==> config.mk <==
export PLATFORM = sky130hd
export DESIGN_NAME = uart_rx_oversample
export DESIGN_NICKNAME = d
export VERILOG_FILES = /design/src/rtl/uart_rx_oversample.sv
export SDC_FILE = /design/constraint.sdc
export NUM_CORES = 1
export LEC_CHECK = 0
export CAP_MARGIN = 20
export CORE_AREA = 10 10 59 61
export CTS_CLUSTER_DIAMETER = 80
export DETAILED_ROUTE_END_ITERATION = 10
export DIE_AREA = 0 0 69 71
export PLACE_DENSITY = 0.8
export SLEW_MARGIN = 20
export SYNTH_ARGS = -nofsm -noshare
export SYNTH_HDL_FRONTEND = slang
export SYNTH_SLANG_ARGS = --single-unit
==> constraint.sdc <==
create_clock -name i_clk -period 4.1 [get_ports i_clk]
set_clock_uncertainty 0.05 [all_clocks]
set_input_delay 0.82 -clock i_clk [delete_from_list [all_inputs] [get_ports i_clk]]
set_output_delay 0.82 -clock i_clk [all_outputs]
set_load 0.005 [all_outputs]
==> src/rtl/uart_rx_oversample.sv <==
// -----------------------------------------------------------------------------
// uart_rx_oversample
//
// UART receiver driven by a 16x-oversampled baud tick. Recovers frames made of
// one start bit, NB_DATA data bits (LSB first) and a stop period of SB_TICK
// oversample ticks from the asynchronous line i_rx. Each completed frame is
// presented as a registered data word with a one-cycle done strobe and a frame
// error flag (stop bit sampled low).
//
// Ports:
//   i_clk           system clock, all logic on the rising edge
//   i_reset         synchronous, active-low reset
//   i_s_tick        16x baud tick, one i_clk cycle wide
//   i_rx            asynchronous serial line, idle high
//   o_dout          last received data word (holds until the next frame)
//   o_rx_done_tick  one-cycle pulse, o_dout/o_frame_err updated
//   o_frame_err     stop bit sampled low on the last frame
// -----------------------------------------------------------------------------
module uart_rx_oversample #(
  parameter int NB_DATA  = 8,
  parameter int SB_TICK  = 16,
  parameter int NB_STATE = 2
) (
  input  logic               i_clk,
  input  logic               i_reset,
  input  logic               i_s_tick,
  input  logic               i_rx,
  output logic [NB_DATA-1:0] o_dout,
  output logic               o_rx_done_tick,
  output logic               o_frame_err
);

  localparam int NB_CNT = (NB_DATA > 1) ? $clog2(NB_DATA) : 1;

  typedef enum logic [NB_STATE-1:0] {
    IDLE  = 2'd0,
    START = 2'd1,
    DATA  = 2'd2,
    STOP  = 2'd3
  } state_t;

  // Synchronizer flops; they reset high so a reset never looks like a start bit.
  logic rx_sync_p0;
  logic rx_sync_p1;
  logic rx_s;

  state_t              state_q, state_d;
  logic [4:0]          s_q, s_d;
  logic [NB_CNT-1:0]   n_q, n_d;
  logic [NB_DATA-1:0]  b_q, b_d;
  logic                done_d;

  logic [NB_DATA-1:0]  dout_q;
  logic                ferr_q;
  logic                done_q;

  // ---- stage p0/p1: two-flop synchronizer for the asynchronous line ----
  always_ff @(posedge i_clk) begin
    if (!i_reset) begin
      rx_sync_p0 <= 1'b1;
      rx_sync_p1 <= 1'b1;
    end else begin
      rx_sync_p0 <= i_rx;
      rx_sync_p1 <= rx_sync_p0;
    end
  end

  assign rx_s = rx_sync_p1;

  // ---- receiver state register ----
  always_ff @(posedge i_clk) begin
    if (!i_reset) begin
      state_q <= IDLE;
      s_q     <= 5'd0;
      n_q     <= '0;
      b_q     <= '0;
    end else begin
      state_q <= state_d;
      s_q     <= s_d;
      n_q     <= n_d;
      b_q     <= b_d;
    end
  end

  // Next-state logic. Everything except the IDLE start detection waits for
  // a tick; the tick seen in the same cycle as IDLE->START is not counted
  // because IDLE ignores it.
  always_comb begin
    state_d = state_q;
    s_d     = s_q;
    n_d     = n_q;
    b_d     = b_q;
    done_d  = 1'b0;

    unique case (state_q)
      IDLE: begin
        if (!rx_s) begin
          state_d = START;
          s_d     = 5'd0;
        end
      end

      START: begin
        if (i_s_tick) begin
          // Eight ticks in is the middle of the start bit; a high line here
          // means the falling edge was a glitch.
          if (s_q == 5'd7) begin
            if (!rx_s) begin
              state_d = DATA;
              s_d     = 5'd0;
              n_d     = '0;
            end else begin
              state_d = IDLE;
            end
          end else begin
            s_d = s_q + 5'd1;
          end
        end
      end

      DATA: begin
        if (i_s_tick) begin
          // Sixteen ticks after mid-start lands in the middle of each data bit.
          if (s_q == 5'd15) begin
            s_d = 5'd0;
            b_d = {rx_s, b_q[NB_DATA-1:1]};
            if (n_q == NB_CNT'(NB_DATA - 1)) begin
              state_d = STOP;
            end else begin
              n_d = n_q + 1'b1;
            end
          end else begin
            s_d = s_q + 5'd1;
          end
        end
      end

      STOP: begin
        if (i_s_tick) begin
          if (s_q == 5'(SB_TICK - 1)) begin
            state_d = IDLE;
            done_d  = 1'b1;
          end else begin
            s_d = s_q + 5'd1;
          end
        end
      end

      default: begin
        state_d = IDLE;
      end
    endcase
  end

  // ---- output register: loaded on the same edge that returns to IDLE ----
  always_ff @(posedge i_clk) begin
    if (!i_reset) begin
      dout_q <= '0;
      ferr_q <= 1'b0;
      done_q <= 1'b0;
    end else begin
      done_q <= done_d;
      if (done_d) begin
        dout_q <= b_q;
        ferr_q <= ~rx_s;
      end
    end
  end

  assign o_dout         = dout_q;
  assign o_frame_err    = ferr_q;
  assign o_rx_done_tick = done_q;

endmodule
==> flow_summary_export.csv <==
group,metric,value,unit
setup_path,end_kind,"flip-flop",
setup_path,cpPeakStageDelay,0.73,ns
clock_network,cts_root_buffer,"clkbuf_4",
detailed_routing,vias,1164,
synthesis,syn_inst,161,
global_routing,grt_pass1_vias,1146,
setup_path,rrSetupSlack,1.90,ns
power,power.density,328,nW/µm²
finish,layout_common_cells,"nand2_1 (39), dfxtp_1 (30), a21oi_1 (20)",
synthesis,synth_warnings,0,
clock_network,cts_made_buffers,5,
setup_path,start_kind,"input pin",
floorplanning,die_w,69,µm
finish,final_layout_size_suffix_gt1_share,8.57,%
floorplanning,dieHeight,71,µm
floorplanning,rows,18,
power,ir_drop,0.243,mV
detailed_routing,drt-total-wl,2760,µm
timing,tns,0,ns
clock_network,holdBufCountCts,0,
detailed_routing,route.detailed.drc,0,
timing,finalCriticalPeriod,2.64,ns
setup_path,cp_slowest_cell,"clkdlybuf4s50_1",
timing,min_period_over_period,64.4,%
place,hpwl,1940,µm
timing,timing.fmax,379,MHz
clock_network,h-tree-depth,2,
global_routing,grt_pass1_wl,4850,µm
detailed_routing,antenna_left,0,
detailed_routing,viasPerCell,5.68,
floorplanning,start_util,56.0,%
global_routing,track_usage,11.6,%
synthesis,synth_seq_cells,30,
timing,slew_headroom,50.5,%
synthesis,syn_area,1340,µm²
power,leakagePower,0.534,nW
synthesis,seq_area_frac_synth,44.9,%
timing,slew_viol_final,0,
synthesis,synth_area_per_cell,8.30,µm²
clock_network,postCtsSetupBuffers,0,
min_path,holdPathStages,1,
timing,hold_viol,0,
min_path,whs_endpoint,"rx_s",
global_routing,overflow,0,
flow_run,max_cap_violations,0,
global_routing,grt_max_degree,25,
floorplanning,core_area,2390,µm²
place,io_buffers,13,
setup_path,path_class,"input pin to flip-flop",
floorplanning,io_pins,14,
global_routing,antenna_found_initial,0,
floorplanning,die_area,4900,µm²
detailed_routing,drtPass1Iterations,4,
detailed_routing,post_drt_wl_per_cell,13.5,µm
setup_path,r2r_end,"n_q[2]",
finish,final_common_cell,"nand2_1",
setup_path,cp_max_fo,24,
finish,n_antenna_cell,0,
setup_path,worstPathRequired,4.34,ns
clock_network,clk_pin_slew,0.09,ns
min_path,min_from,"rx_sync_p0",
synthesis,synthDistinctLibCells,39,
setup_path,worstPathCellList,"clkdlybuf4s50_1, inv_1, o32a_1, nor4_1, a211o_1",
clock_network,cts_tree,"done",
clock_network,cts_buffer_depth,2,
setup_path,timing.rr.start,"s_q[0]",
synthesis,syn-num-nets,170,
finish,nets,183,
timing,rsz0062_at_grt,"no",
detailed_routing,drt_iter0_markers,68,
clock_network,ctsResizeCount,0,
outcome,status,"finished, final reports clean",
clock_network,clkLatencyLatePin,0.34,ns
min_path,hp-class,"flip-flop to flip-flop",
setup_path,cp.arrival,2.88,ns
finish,post-route-util,64.0,%
finish,areaGrowthSynthToFinish,14.3,%
timing,worstMarginPinSlew,0.741,ns
timing,finalSetupViolations,0,
place,gp_congestion,0.882,
setup_path,rr_worst_depth,7,
clock_network,clock-sinks,30,
per-layer routing:
layer	global-route usage, %	routed length [µm]
met1	11.3	1180
met2	20.5	1360
met3	5.72	178
met4	5.15	47
met5	0	0
through the flow:
stage               cell area (µm²)  setup WS (ns)  hold slack, ns  power [mW]  instances
finish                         1530           1.46           0.378       0.501        205
global route                   1530           1.31           0.398       0.517        205
CTS                            1530           1.49           0.380       0.503        205
detailed placement             1470           1.14           0.358       0.323        197
global placement               1470           1.23           0.345       0.322        197
floorplan                      1340           2.21           0.336       0.317        161
cell usage after synthesis (all sizes together):
cell type | n | area share [%]
inv | 6 | 1.7
a21oi | 20 | 7.5
nand4b | 1 | 0.66
o211ai | 2 | 1.1
nor3 | 2 | 1.1
a32o | 2 | 1.5
buf | 4 | 1.9
a31o | 1 | 0.66
o32ai | 1 | 0.66
nand4 | 2 | 0.94
clkbuf | 3 | 0.84
o22ai | 2 | 1.4
nand3b | 2 | 1.1
nand2b | 5 | 2.3
a22o | 1 | 0.66
nand3 | 4 | 1.5
and4bb | 1 | 0.94
o32a | 1 | 0.75
o21ai | 2 | 0.75
nor2b | 2 | 0.94
nand4bb | 1 | 0.84
nor2 | 10 | 3.0
ha | 5 | 4.7
nand2 | 39 | 11
a211o | 1 | 0.66
a211oi | 2 | 1.1
o21a | 1 | 0.56
a21boi | 1 | 0.84
and3 | 2 | 0.94
o31ai | 2 | 1.1
a31oi | 1 | 0.47
nor4 | 2 | 0.94
dfxtp | 30 | 45
worst max path at each step:
stage                 start     end  slack (ns)  cells after the start
finish              i_reset  s_q[3]        1.46                      5
floorplan            s_q[0]  s_q[3]        2.21                      7
CTS                 i_reset  s_q[3]        1.49                      5
detailed placement  i_reset  s_q[3]        1.14                      5
global route        i_reset  s_q[3]        1.31                      5
global placement    i_reset  s_q[3]        1.23                      5
cell type report:
cell class	instances	area (µm²)
sequential	30	601
fill	221	860
tap	30	37.5
clock buffer	7	55.1
inverter	6	22.5
multi-input combinational	118	677
clock inverter	1	5.00
timing repair buffer	13	130
cell families (layout without fill, tap and decap cells):
family	Yosys count	in the layout	share of synthesized area (%)
and+or+nand+nor	73	73	26.2
AOI/OAI and AO/OA	40	40	19.8
DFF	30	30	44.9
buffers and inverters	13	27	4.40
adders and majority gates	5	5	4.68
sequential cells by signal, summed over array words and instances, names as in the netlist, named ones only:
register / cells
o_frame_err: 1
s_q: 5
rx_sync_p0: 1
n_q: 3
b_q: 8
o_rx_done_tick: 1
state_q: 1
o_dout: 8
rx_s: 1
power by group:
| part | internal (mW) | leakage, nW | switching [mW] | total [mW] |
|---|---|---|---|---|
| registers | 0.293 | 0.242 | 0.00331 | 0.296 |
| clock network | 0.0829 | 0.0353 | 0.102 | 0.185 |
| logic | 0.00736 | 0.257 | 0.0125 | 0.0199 |
critical path: cells and delay by family:
family	cells	cell delay, ns
AOI/OAI and AO/OA	2	0.62
buffers and inverters	2	1.18
and+or+nand+nor	1	0.26
Note: power is estimated with default switching activity, not from simulation.
